## src/rtl/alu_share_arbiter.sv

```systemverilog
// alu_share_arbiter: round-robin front end that lets NUM_REQ clients share
// one 8-bit ALU. A request is granted in IDLE and its operands are latched.
// The ALU runs in EXEC, and the registered, ID-tagged result is held in RESP
// until the consumer takes it.
//
// Handshake semantics (both sides): a transfer happens on a rising clk edge
// where valid and ready are both high. A requester keeps valid and its
// operands stable until it sees ready. req_ready_o is one-hot or zero and is
// only ever high in IDLE. rsp_valid_o is high only in RESP, and the response
// fields stay constant while rsp_ready_i is low.
module alu_share_arbiter #(
  parameter int NUM_REQ = 4,
  parameter int ID_W    = $clog2(NUM_REQ)
) (
  input  logic                 clk,
  input  logic                 reset,
  input  logic [NUM_REQ-1:0]   req_valid_i,
  output logic [NUM_REQ-1:0]   req_ready_o,
  input  logic [8*NUM_REQ-1:0] req_a_i,
  input  logic [8*NUM_REQ-1:0] req_b_i,
  input  logic [3*NUM_REQ-1:0] req_op_i,
  output logic                 rsp_valid_o,
  input  logic                 rsp_ready_i,
  output logic [7:0]           rsp_data_o,
  output logic                 rsp_carry_o,
  output logic [ID_W-1:0]      rsp_id_o,
  output logic                 busy_o,
  output logic [1:0]           state_dbg
);

  typedef enum logic [1:0] {
    IDLE = 2'd0,
    EXEC = 2'd1,
    RESP = 2'd2
  } state_t;

  state_t          state_q, state_d;
  logic [ID_W-1:0] ptr_q;
  logic [ID_W-1:0] id_q;
  logic [7:0]      a_q, b_q;
  logic [2:0]      op_q;
  logic [7:0]      rsp_data_q;
  logic            rsp_carry_q;
  logic [ID_W-1:0] rsp_id_q;

  logic            gnt_found;
  logic [ID_W-1:0] gnt_id;
  logic [7:0]      alu_res;
  logic            alu_carry;

  // Unpack the per-requester operand buses so they can be indexed by grant ID.
  logic [7:0] a_arr  [NUM_REQ];
  logic [7:0] b_arr  [NUM_REQ];
  logic [2:0] op_arr [NUM_REQ];

  for (genvar g = 0; g < NUM_REQ; g++) begin : g_unpack
    assign a_arr[g]  = req_a_i[8*g +: 8];
    assign b_arr[g]  = req_b_i[8*g +: 8];
    assign op_arr[g] = req_op_i[3*g +: 3];
  end

  // Round-robin search: first valid requester at or above the pointer, wrapping.
  always_comb begin
    logic [ID_W:0]   sum;
    logic [ID_W-1:0] idx;
    gnt_found = 1'b0;
    gnt_id    = '0;
    sum       = '0;
    idx       = '0;
    for (int i = 0; i < NUM_REQ; i++) begin
      sum = {1'b0, ptr_q} + (ID_W+1)'(i);
      if (sum >= (ID_W+1)'(NUM_REQ)) begin
        sum = sum - (ID_W+1)'(NUM_REQ);
      end
      idx = sum[ID_W-1:0];
      if (!gnt_found && req_valid_i[idx]) begin
        gnt_found = 1'b1;
        gnt_id    = idx;
      end
    end
  end

  // ALU evaluated on the latched operands; carry only for ADD/SUB.
  always_comb begin
    logic [8:0] sum9;
    sum9      = {1'b0, a_q} + {1'b0, b_q};
    alu_res   = 8'd0;
    alu_carry = 1'b0;
    case (op_q)
      3'd0: begin alu_res = sum9[7:0]; alu_carry = sum9[8]; end
      3'd1: begin alu_res = a_q - b_q; alu_carry = (a_q < b_q); end
      3'd2: alu_res = a_q << b_q[2:0];
      3'd3: alu_res = a_q >> b_q[2:0];
      3'd4: alu_res = a_q & b_q;
      3'd5: alu_res = a_q | b_q;
      3'd6: alu_res = a_q ^ b_q;
      default: alu_res = {7'd0, (a_q == b_q)};
    endcase
  end

  // Next-state logic: one grant per IDLE cycle, fixed one-cycle EXEC.
  always_comb begin
    state_d = state_q;
    case (state_q)
      IDLE:    if (gnt_found) state_d = EXEC;
      EXEC:    state_d = RESP;
      RESP:    if (rsp_ready_i) state_d = IDLE;
      default: state_d = IDLE;
    endcase
  end

  // State, operand latch, response registers and round-robin pointer.
  always_ff @(posedge clk) begin
    if (reset) begin
      state_q     <= IDLE;
      ptr_q       <= '0;
      id_q        <= '0;
      a_q         <= 8'd0;
      b_q         <= 8'd0;
      op_q        <= 3'd0;
      rsp_data_q  <= 8'd0;
      rsp_carry_q <= 1'b0;
      rsp_id_q    <= '0;
    end else begin
      state_q <= state_d;
      case (state_q)
        IDLE: begin
          if (gnt_found) begin
            id_q <= gnt_id;
            a_q  <= a_arr[gnt_id];
            b_q  <= b_arr[gnt_id];
            op_q <= op_arr[gnt_id];
          end
        end
        EXEC: begin
          rsp_data_q  <= alu_res;
          rsp_carry_q <= alu_carry;
          rsp_id_q    <= id_q;
        end
        RESP: begin
          if (rsp_ready_i) begin
            if (id_q == ID_W'(NUM_REQ - 1)) ptr_q <= '0;
            else                            ptr_q <= id_q + ID_W'(1);
          end
        end
        default: ;
      endcase
    end
  end

  assign req_ready_o = (state_q == IDLE && gnt_found) ? (NUM_REQ'(1) << gnt_id) : '0;
  assign rsp_valid_o = (state_q == RESP);
  assign rsp_data_o  = rsp_data_q;
  assign rsp_carry_o = rsp_carry_q;
  assign rsp_id_o    = rsp_id_q;
  assign busy_o      = (state_q != IDLE);
  assign state_dbg   = state_q;

endmodule
```

## config.mk

```make
export PLATFORM = sky130hd
export DESIGN_NAME = alu_share_arbiter
export DESIGN_NICKNAME = d
export VERILOG_FILES = /design/src/rtl/alu_share_arbiter.sv
export SDC_FILE = /design/constraint.sdc
export NUM_CORES = 1
export LEC_CHECK = 0
export ABC_AREA = 1
export ABC_CLOCK_PERIOD_IN_PS = 2800
export CORE_MARGIN = 8
export CORE_UTILIZATION = 34
export DETAILED_ROUTE_END_ITERATION = 8
export GPL_TIMING_DRIVEN = 0
export PLACE_DENSITY = 0.65
export SLEW_MARGIN = 15
export SYNTH_ARGS = -nofsm -noshare
export SYNTH_HDL_FRONTEND = slang
export SYNTH_SLANG_ARGS = --single-unit
```

## constraint.sdc

```tcl
create_clock -name clk -period 2.8 [get_ports clk]
set_input_delay 0.84 -clock clk [delete_from_list [all_inputs] [get_ports clk]]
set_output_delay 0.84 -clock clk [all_outputs]
set_load 0.02 [all_outputs]
```

# Word-level counts from Yosys, hierarchy flattened
# Cells that the tools add are included.
classes:
  n_addsub: 10
  magnitude_cmp: 10
  n_eq_ne: 12
  shifts: 3
  n_mux: 36
  bitwise: 4
  n_reduce_logical: 13
op_table:
  columns: ["cell", "n"]
  rows:
  - ["one-hot mux 8 bit (7 select lines)", 1]
  - ["binary-select mux 8 bit (select 2 bit)", 2]
  - ["2-to-1 mux 8 bit", 4]
  - ["2-to-1 mux 2 bit", 11]
  - ["greater-or-equal comparator 3 bit, second input constant", 4]
  - ["less-than comparator 2 x 3 -> 1 bit, second input constant", 4]
  - ["adder 8 x 8 -> 9 bit", 1]
  - ["== test 3 bit, second input constant", 3]
  - ["AND 8 bit", 1]
  - ["binary-select mux 1 bit (select 2 bit)", 4]
  - ["== test 8 bit", 1]
  - ["less-than comparator 8 bit", 1]
  - ["2-to-1 mux 1 bit", 8]
  - ["bitwise OR 8 bit", 1]
  - ["<< shifter 8 x 3 -> 8 bit", 1]
  - ["right shift 8 x 3 -> 8 bit", 1]
  - ["subtractor 2 x 1 -> 2 bit, second input constant", 4]
  - ["subtractor 8 bit", 1]
  - ["bitwise XOR 8 bit", 1]
  - ["adder 2 x 2 -> 3 bit, second input constant", 2]
  - ["binary-select mux 3 bit (select 2 bit)", 1]
  - ["== test 3 x 2 -> 1 bit, second input constant", 2]
  - ["2-to-1 mux 3 bit", 2]
  - ["one-hot mux 2 bit (3 select lines)", 1]
  - ["18 further kinds", 26]
totals:
  reg_bits: 36
  input_bits: 83
  out_inout_bits: 19
  wordCells: 97

# Logic depth before layout (Yosys ltp)
# Gate-level depths: netlist (run 1).
depth:
  depth_word: 18
  depth_mapped: 16
  mapped_depth_nobuf: 15

# Worst setup path before layout (run 1)
# OpenSTA, ideal clock, no wires.
synth_timing:
  kind: "input to output"
  start: "in req_valid_i[3]"
  end: "out req_ready_o[0]"
  t_arrival_ps: 2098
  required_time_ps: 1960
  path_slack_ps: -138
  path_stages: 12
  cell_sequence: "inv_1 -> nand2_1 -> nand3_1 -> nand2_1 -> nor2_4 -> nand3_4 -> nand3_2 -> buf_4 -> inv_2 -> nor2_2 -> inv_2 -> nor2_1"
synth_between:
  elab_chain_cells: 14
  elab_cells_between_ends: 25
  cone_classes: "1 x shift; 17 x mux; 7 x reduce/logical"
synth_rtl:
  columns: ["element", "line_no", "text"]
  rows:
  - ["from (decl)", "17", "input logic [NUM_REQ-1:0] req_valid_i,"]
  - ["binary-select mux 1 bit (select 2 bit)", "76", "if (!gnt_found && req_valid_i[idx]) begin"]
  - ["2-to-1 mux 1 bit (implied by the code)", "76", null]
  - ["2-to-1 mux 1 bit", "76", null]
  - ["zero test 1 bit", "76", null]
  - ["logical AND 1 bit", "76", null]
  - ["2-to-1 mux 1 bit", "76", null]
  - ["zero test 1 bit", "76", null]
  - ["logical AND 1 bit", "76", null]
  - ["2-to-1 mux 1 bit", "76", null]
  - ["zero test 1 bit", "76", null]
  - ["logical AND 1 bit", "76", null]
  - ["2-to-1 mux 2 bit / 2-to-1 mux 1 bit (equally long branches)", "76", null]
  - ["<< shifter 1 x 2 -> 4 bit / logical AND 1 bit (equally long branches)", "151", "assign req_ready_o = (state_q == IDLE && gnt_found) ? (NUM_REQ'(1) << gnt_id) : '0;"]
  - ["2-to-1 mux 4 bit (*)", "151", null]
  - ["to (decl)", "18", "output logic [NUM_REQ-1:0] req_ready_o,"]
# Mark *: on every way between the ends. The rest lies on a longest branch, timed or not. The select of a mux whose other input is x is not followed.

# Final worst setup path (run 1)
layout_timing:
  start: "in req_valid_i[1]"
  end: "out req_ready_o[0]"
# The elaborated chain is that of the path after synthesis.

==> impl_metrics.csv, run 1 <==
group,metric,value,unit
finish,final_common_cell,"nand2_1",
clock_tree,cts_tree,"built",
min_path,hold_path.class,"reg -> reg",
clock_tree,clk_latency,0.28,ns
timing,hold_viol,0,
synth,synth_enable_flop_cells,0,
clock_tree,cts_root_buf,"clkbuf_16",
power,p_clk_frac,0.178,
worst_setup_path,worstPathArrival,2.04,ns
floorplanning,rows,41,
grt,grt_overflow,0,
synth,synth_top_area_frac,0.169,
power,power.switching,1670,uW
worst_setup_path,crit_path_start_kind,"input pin",
timing,worst_slack,-0.0808,ns
floorplanning,dieArea,16400,um^2
clock_tree,path_clk_slew,0.06,ns
placed_design,routabilityCongestion,0.960,
power,p_sw_frac,0.471,
floorplanning,die_h,128,um
clock_tree,clock_sinks,36,
routing,post_drt_via_cell_ratio,4.80,
synth,yosys_warnings,0,
routing,antenna_left,0,
grt,grt_util_all_layers,0.190,
finish,num_antenna_cells,0,
timing,tightest_slew,0.665,ns
power,seq_power_share,0.203,
clock_tree,cts_buffers,5,
grt,use_met1,0.232,
timing,setup_viol,4,
flow_run,cap_viol_max_count,0,
timing,setup-tns-final,-0.261,ns
finish,drive_above_1_share,0.127,
synth,synth_area_leaders,"dfxtp_1, nand2_1, inv_1, nand3_1, ha_1",
placed_design,port_buffers,100,
run_status,violations,"setup timing",
timing,post-route-period-util,1.03,
finish,area_growth,39.9,%
worst_setup_path,end_kind,"output pin",
synth,syn_inst,754,
worst_setup_path,cp.required,1.96,ns
timing,grt_setup_unrepaired,"true",
floorplanning,initial_core_util,0.343,
routing,drt_iter0_drc,359,
run_status,status,"finished with violations",
synth,async_reset_ff_frac,0,
synth,avgSynthCellArea,5.65,um^2
finish,nNetsFinal,992,
grt,grt_pass1_vias,4962,
routing,wirelength,15500,um
routing,wire_per_inst,14.7,um
timing,holdWs,0.464,ns
timing,max_freq,347,MHz
timing,fin_crit,2.88,ns
routing,first_pass_iters,5,
worst_setup_path,path_class,"in -> out",
grt,grt_pass1_wl,25100,um
synth,synth_top_cell_by_area,"dfxtp_1",
synth,syn_area,4260,um^2
synth,ys_seq_area_frac,0.169,
finish,final_util,0.480,
timing,slew_headroom,0.553,
floorplanning,fp.dieW,128,um
power,p_int,1880,uW
placed_design,placed_area,5510,um^2
power,power_leakage,0.00306,uW
placed_design,dp_hpwl,12400,um
grt,antenna_found_initial,0,
floorplanning,io_pins,102,
power,power_frac_comb,0.619,
grt,grt_max_degree,14,
clock_tree,htreeDepth,2,
power,vdd_drop_max,0.283,mV
finish,fin_area,5960,um^2
routing,vias,5063,
grt,grtUsageMet2,0.316,
worst_setup_path,critPathMaxFanout,3,
grt,grtUsageMet3,0.0520,
timing,skew,0.00724,ns
routing,route.detailed.drc,0,
finish,layout_common_cells,"nand2_1, inv_1, nand3_1",
synth,ys_types,38,
timing,drv_slew,0,
floorplanning,coreArea,12400,um^2
synth,ys_ff_latch,36,
synth,ys.flop_type,"dfxtp_1",
power,powerDensity,595,nW/um^2
synth,synth_nets,865,
clock_tree,hold_buffers,0,
clock_tree,cts_buffer_depth,2,
grt,busiest_layer,"met2",
-- synth_stat cells (2+ instances only) --
| master | count |
|---|---|
| buf_6 | 6 |
| inv_2 | 5 |
| nand3_1 | 105 |
| buf_2 | 13 |
| dfxtp_1 | 36 |
| o21ai_0 | 21 |
| o31ai_1 | 2 |
| nor3_1 | 3 |
| o211ai_1 | 3 |
| clkbuf_1 | 11 |
| o21ai_1 | 2 |
| nand3_2 | 3 |
| buf_4 | 7 |
| nand2_1 | 180 |
| o22ai_1 | 4 |
| nor2_1 | 40 |
| ha_1 | 26 |
| nand4_1 | 46 |
| fa_1 | 2 |
| nand2_2 | 3 |
| inv_1 | 161 |
| a211oi_1 | 4 |
| a21oi_1 | 53 |
| o21a_1 | 3 |
| o221ai_1 | 2 |
-- layer usage --
layer / vias up / share of wire
met1: 2194 / 0.43
met4: 0 / 0.024
met5: - / 0
met3: 24 / 0.079
met2: 185 / 0.47
li1: 2660 / -
-- power groups by stage --
stage | clock network [uW] | logic [uW] | registers [uW]
CTS | 635 | 2150 | 718
global route | 665 | 2440 | 734
detailed placement | 0 | 2030 | 728
global placement | 0 | 2020 | 727
floorplan | 0 | 1350 | 732
finish | 632 | 2200 | 719
-- what timing repair did --
| action | in CTS | in global routing |
|---|---|---|
| setup endpoints to repair | 4 | 9 |
| pin swaps | 19 | 17 |
| buffers inserted | 14 | 8 |
| gates resized for setup | 74 | 19 |
-- critical path: stages --
cell and delay [ns]:
buf_6 0.08, inv_2 0.03, nand2_2 0.07, nand3_2 0.09
nand2_2 0.09, inv_2 0.06, nand3_4 0.12, nand3_4 0.11
buf_6 0.14, nor2_4 0.11, inv_2 0.07, nor2_4 0.11
buf_6 0.12
-- sequential cells by signal (all words and copies together) (netlist names) --
| register | cells |
|---|---|
| a_q | 8 |
| b_q | 8 |
| rsp_data_o | 8 |
| op_q | 3 |
| id_q | 2 |
| ptr_q | 2 |
| rsp_id_o | 2 |
| state_dbg | 2 |
| rsp_carry_o | 1 |
-- stage by stage --
step,power [uW],cells,worst slack [ns]
floorplan,2080,754,0.000204
global placement,2750,1026,-1.27
detailed placement,2750,1026,-1.26
CTS,3500,1048,-0.167
global route,3840,1054,-0.196
finish,3550,1054,-0.0808
-- cells by family (layout without fill, tap and decap cells) --
family,after synthesis,count (layout),synth area share
AOI/OAI and AO/OA,98,98,0.128
DFF,36,36,0.169
adders and majority gates,28,28,0.0858
and+or+nand+nor,386,386,0.414
buffers and inverters,206,334,0.203
-- path summary, 6_finish.rpt --
| kind | slack [ns] | start | end | depth (start not counted) |
|---|---|---|---|---|
| worst max-delay path | -0.08 | req_valid_i[1] | req_ready_o[0] | 13 |
| worst min-delay path | 0.46 | rsp_id_o[1] | rsp_id_o[1] | 2 |
| worst max register to register | 0.18 | b_q[2] | rsp_data_o[6] | 14 |
| worst min register to register | 0.46 | rsp_id_o[1] | rsp_id_o[1] | 2 |
-- area by class of cell --
type	instances	area (um^2)
inverter	168	643
multi-input combinational	512	2800
timing repair buffer	122	1180
clock buffer	6	129
tap	172	215
clock inverter	2	35.0
buffer	36	229
sequential	36	722
fill	1376	6450
Note: power is estimated with default switching activity, not from simulation.
==> run 2: changes to the inputs <==
RECOVER_POWER = 25   (was default)
==> run 2 against run 1 <==
Against the previous run: the flow still finishes with violations (setup timing); maximum frequency is essentially flat; clock power about the same; routed wire length is 0.12% higher; clock skew barely moved; non-clock buffer count unchanged; critical path type unchanged; critical endpoint unchanged; largest cell class unchanged; largest power group unchanged.
==> impl_metrics.csv, run 2 (synthesis gave the netlist of run 1 again) <==
group,metric,value,unit
run_status,status,"finished with violations",
run_status,violations,"setup timing",
worst_setup_path,r2r_end,"rsp_data_o[6]",
grt,grt_overflow,0,
worst_setup_path,crit_path_start_kind,"input pin",
clock_tree,path_clk_slew,0.06,ns
finish,area_growth,39.9,%
timing,fin_crit,2.88,ns
floorplanning,io_pins,102,
floorplanning,initial_core_util,0.343,
floorplanning,fp.dieW,128,um
power,vdd_drop_max,0.283,mV
power,power_frac_comb,0.619,
grt,grt_pass1_vias,4962,
timing,worst_slack,-0.0801,ns
timing,holdWs,0.461,ns
finish,final_cells,1054,
worst_setup_path,crit_path_start,"req_valid_i[1]",
placed_design,routabilityCongestion,0.960,
routing,first_pass_iters,5,
floorplanning,dieArea,16400,um^2
worst_setup_path,worstReg2RegStart,"b_q[2]",
routing,wire_per_inst,14.7,um
floorplanning,die_h,128,um
clock_tree,clock_sinks,36,
min_path,hold_depth,2,
power,power.switching,1670,uW
floorplanning,coreArea,12400,um^2
timing,slew_headroom,0.553,
grt,antenna_found_initial,0,
timing,skew,0.00715,ns
finish,regArea,722,um^2
timing,grt_setup_unrepaired,"true",
worst_setup_path,path_class,"in -> out",
timing,tightest_slew,0.665,ns
clock_tree,cts_buffer_depth,2,
clock_tree,cts_tree,"built",
timing,post-route-period-util,1.03,
finish,layout_common_cells,"nand2_1, inv_1, nand3_1",
timing,max_freq,347,MHz
worst_setup_path,critPathMaxFanout,3,
timing,drv_slew,0,
finish,drive_above_1_share,0.127,
worst_setup_path,worstRegToRegCells,14,
clock_tree,cts_root_buf,"clkbuf_16",
grt,grt_pass1_wl,25100,um
finish,final_common_cell,"nand2_1",
power,p_clk_frac,0.179,
timing,setup_viol,4,
worst_setup_path,end_kind,"output pin",
grt,grt_util_all_layers,0.190,
power,p_sw_frac,0.472,
power,power_leakage,0.00308,uW
placed_design,place_inst,1026,
worst_setup_path,worstPathArrival,2.04,ns
clock_tree,cts_buffers,5,
power,p_int,1870,uW
power,seq_power_share,0.203,
placed_design,dp_hpwl,12400,um
finish,nNetsFinal,992,
finish,fill_cells,1376,
routing,vias,5078,
placed_design,dpl_worst_slack,-1.26,ns
timing,setup-tns-final,-0.265,ns
min_path,whs_endpoint,"rsp_id_o[1]",
flow_run,cap_viol_max_count,0,
placed_design,port_buffers,100,
worst_setup_path,cp.required,1.96,ns
routing,wirelength,15500,um
timing,hold_viol,0,
power,powerDensity,594,nW/um^2
finish,num_antenna_cells,0,
clock_tree,clk_latency,0.28,ns
routing,route.detailed.drc,0,
worst_setup_path,r2r_slack,0.18,ns
routing,post_drt_via_cell_ratio,4.82,
routing,drt_iter0_drc,363,
floorplanning,rows,41,
min_path,hold_path.class,"reg -> reg",
clock_tree,hold_buffers,0,
clock_tree,htreeDepth,2,
routing,antenna_left,0,
grt,grt_max_degree,14,
finish,multi_input_area,2800,um^2
min_path,min-delay-start,"rsp_id_o[1]",
run 2: cell count changes in the layout (fill, tap and decap cells not counted):
cell             delta
clkdlybuf4s50_1     -7
dlygate4sd3_1       +7
run 2: power by group through the flow:
stage               combinational [uW]  clock (uW)  sequential (uW)
finish                            2190         632              718
global route                      2440         665              734
CTS                               2150         635              718
detailed placement                2030           0              728
global placement                  2020           0              727
floorplan                         1350           0              732
run 2: worst max-delay path by stage:
stage	end	depth (start not counted)	slack, ns
6_report	req_ready_o[0]	13	-0.08
5_1_grt	req_ready_o[0]	13	-0.20
4_1_cts	req_ready_o[0]	14	-0.17
3_5_place_dp	req_ready_o[3]	14	-1.26
3_3_place_gp	req_ready_o[3]	14	-1.27
2_1_floorplan	req_ready_o[0]	12	0.0002
run 2: what timing repair did:
item                                    in CTS  in global routing
setup buffers                               14                  8
endpoints found under the setup margin       4                  9
gates resized for setup                     74                 19
pin swaps                                   19                 17
run 2: cell type report:
type,count,share of cell area
Clock inverter,2,0.00588
Buffer,36,0.0384
Clock buffer,6,0.0216
Timing Repair Buffer,122,0.199
Inverter,168,0.108
Sequential cell,36,0.121
Tap cell,172,0.0361
Multi-Input combinational cell,512,0.470
run 2: critical path, cell delays in order:
cell	delay [ns]
buf_6	0.08
inv_2	0.03
nand2_2	0.08
nand3_2	0.09
nand2_2	0.09
inv_2	0.06
nand3_4	0.12
nand3_4	0.11
buf_6	0.14
nor2_4	0.11
inv_2	0.07
nor2_4	0.11
buf_6	0.12
run 2: metal layers:
layer	vias up	track usage	wire length (um)
met5	-	0	0
met1	2199	0.232	6640
li1	2659	-	-
met2	194	0.316	7200
met4	0	0.0622	376
met3	26	0.0520	1260
run 2: stage by stage:
stage	util	area (um^2)	total power (uW)
after floorplan	-	4290	2080
after global placement	0.443	5510	2750
after detailed placement	0.443	5510	2750
after CTS	0.473	5870	3500
after global routing	0.480	5960	3840
final	0.480	5960	3540
==> run 3: changes to the inputs <==
==> constraint.sdc (replaced) <==
create_clock -name clk -period 2.8 [get_ports clk]
set_input_delay 0.84 -clock clk [delete_from_list [all_inputs] [get_ports clk]]
set_output_delay 0.84 -clock clk [all_outputs]
set_load 0.05 [all_outputs]
==> run 3 against run 2 <==
Against the previous run: the run still ends with setup timing left; highest routed layer unchanged; routed wire length increased by 2.4%; largest power group unchanged; combinational power increased by 6%; clock skew decreased by 0.0015 ns; clock power increased by 2%.
==> impl_metrics.csv, run 3 (synthesis gave the netlist of run 1 again) <==
group,metric,value,unit
timing,worst_slack,-0.163,ns
grt,grt_util_all_layers,0.195,
timing,hold_viol,0,
finish,final_util,0.490,
timing,max_freq,337,MHz
clock_tree,cts_root_buf,"clkbuf_16",
floorplanning,die_h,128,um
routing,post_drt_via_cell_ratio,4.89,
run_status,status,"finished with violations",
routing,route.detailed.drc,0,
floorplanning,initial_core_util,0.343,
clock_tree,clk_latency,0.29,ns
timing,drv_slew,0,
timing,fin_crit,2.96,ns
min_path,hold_path.class,"reg -> reg",
clock_tree,cts_tree,"built",
power,p_sw_frac,0.486,
routing,wire_per_inst,15.0,um
grt,grt_max_degree,14,
power,p_int,1890,uW
power,powerDensity,605,nW/um^2
grt,grt_pass1_wl,25700,um
clock_tree,cts_buffer_depth,2,
grt,grt_overflow,0,
finish,fill_cells,1367,
floorplanning,dieArea,16400,um^2
timing,post-route-period-util,1.06,
run_status,violations,"setup timing",
grt,grt_pass1_vias,5056,
flow_run,cap_viol_max_count,0,
placed_design,routabilityCongestion,0.949,
worst_setup_path,path_cells,"buf_6 > nand2_4 > nand2_4 > buf_4 > o21ai_2 > nand3_4 > nand3_4 > inv_4 > buf_6 > nand3_4 > clkinvlp_4 > buf_8",
finish,final_cells,1060,
power,vdd_drop_max,0.278,mV
finish,area_growth,42.7,%
routing,antenna_left,0,
finish,layout_common_cells,"nand2_1, inv_1, nand3_1",
routing,first_pass_iters,5,
grt,antenna_found_initial,0,
worst_setup_path,crit_path_start_kind,"input pin",
worst_setup_path,cp.required,1.96,ns
placed_design,dp_hpwl,12700,um
power,p_clk_frac,0.175,
finish,drive_above_1_share,0.136,
floorplanning,io_pins,102,
worst_setup_path,path_class,"in -> out",
routing,wirelength,15900,um
worst_setup_path,critPathMaxFanout,3,
power,seq_power_share,0.195,
finish,num_antenna_cells,0,
clock_tree,cts_buffers,5,
worst_setup_path,worstPathArrival,2.12,ns
timing,setup_viol,4,
power,power_leakage,0.00311,uW
power,power_frac_comb,0.630,
floorplanning,fp.dieW,128,um
floorplanning,coreArea,12400,um^2
placed_design,place_inst,1026,
clock_tree,clock_sinks,36,
clock_tree,htreeDepth,2,
timing,tightest_slew,0.663,ns
placed_design,port_buffers,100,
worst_setup_path,end_kind,"output pin",
power,power.switching,1790,uW
timing,skew,0.00567,ns
worst_setup_path,critPathTopFamily,"buffers and inverters",
finish,final_common_cell,"nand2_1",
worst_setup_path,critical-path-max-stage-delay,0.16,ns
worst_setup_path,cp_slowest_cell,"o21ai_2",
worst_setup_path,timing.critical_path.mode_cell,"nand3_4",
timing,grt_setup_unrepaired,"true",
finish,nNetsFinal,998,
clock_tree,path_clk_slew,0.06,ns
timing,slew_headroom,0.554,
routing,vias,5186,
worst_setup_path,path_buf_inv,6,
floorplanning,rows,41,
routing,drt_iter0_drc,340,
run 3: cell types whose count changed in the layout (fill, tap and decap cells not counted), sizes merged:
cell           before  now
buf                56   60
clkinvlp            0    2
inv               167  166
clkdlybuf4s50      85   92
dlygate4sd3         7    0
clkbuf             16   17
run 3: area by class of cell:
| type | count | area, um^2 | share of cell area |
|---|---|---|---|
| tap | 172 | 215 | 0.0354 |
| clock inverter | 3 | 42.5 | 0.00700 |
| multi-input combinational | 512 | 2840 | 0.467 |
| clock buffer | 5 | 125 | 0.0206 |
| sequential | 36 | 722 | 0.119 |
| inverter | 168 | 657 | 0.108 |
| timing repair buffer | 128 | 1250 | 0.205 |
| buffer | 36 | 233 | 0.0383 |
run 3: layer usage:
layer	wire length [um]	vias to the layer above	track usage	part of all wire
met1	6930	2280	0.239	0.44
met5	0	-	0	0
met2	7350	189	0.328	0.46
li1	-	2679	-	-
met4	493	0	0.0657	0.031
met3	1090	38	0.0449	0.069
run 3: worst paths after layout:
kind,start,end,slack [ns],depth (start not counted)
max,req_valid_i[1],req_ready_o[1],-0.16,12
max reg2reg,b_q[1],rsp_data_o[7],0.33,14
min,rsp_data_o[1],rsp_data_o[1],0.47,2
min reg2reg,rsp_data_o[1],rsp_data_o[1],0.47,2
run 3: through the flow:
step / hold WS (ns) / total power (uW) / setup slack [ns] / instance area, um^2 / TNS (ns)
global placement: 0.455 / 2860 / -1.57 / 5550 / -7.24
global route: 0.491 / 3980 / -0.256 / 6080 / -0.949
floorplan: 0.461 / 2190 / -0.116 / 4330 / -0.344
CTS: 0.469 / 3620 / -0.212 / 5930 / -0.670
detailed placement: 0.459 / 2850 / -1.56 / 5550 / -7.16
finish: 0.466 / 3680 / -0.163 / 6080 / -0.592
run 3: tightest hold or removal path, stage by stage, from the launching register on:
cell	delay [ns]
dfxtp_1	0.31
nand2_1	0.06
a21oi_1	0.05
run 3: power by group through the flow:
stage	sequential [uW]	combinational, uW	clock, uW
after floorplan	797	1390	0
after global placement	727	2130	0
after detailed placement	729	2130	0
after CTS	719	2240	653
after global routing	734	2580	671
final	718	2320	642
run 3: timing repair:
| item | in CTS | in global routing |
|---|---|---|
| hold buffers | 0 | 0 |
| pin swaps | 18 | 17 |
| resized for setup | 76 | 26 |
| setup buffers | 15 | 13 |
| setup endpoints to repair | 4 | 9 |
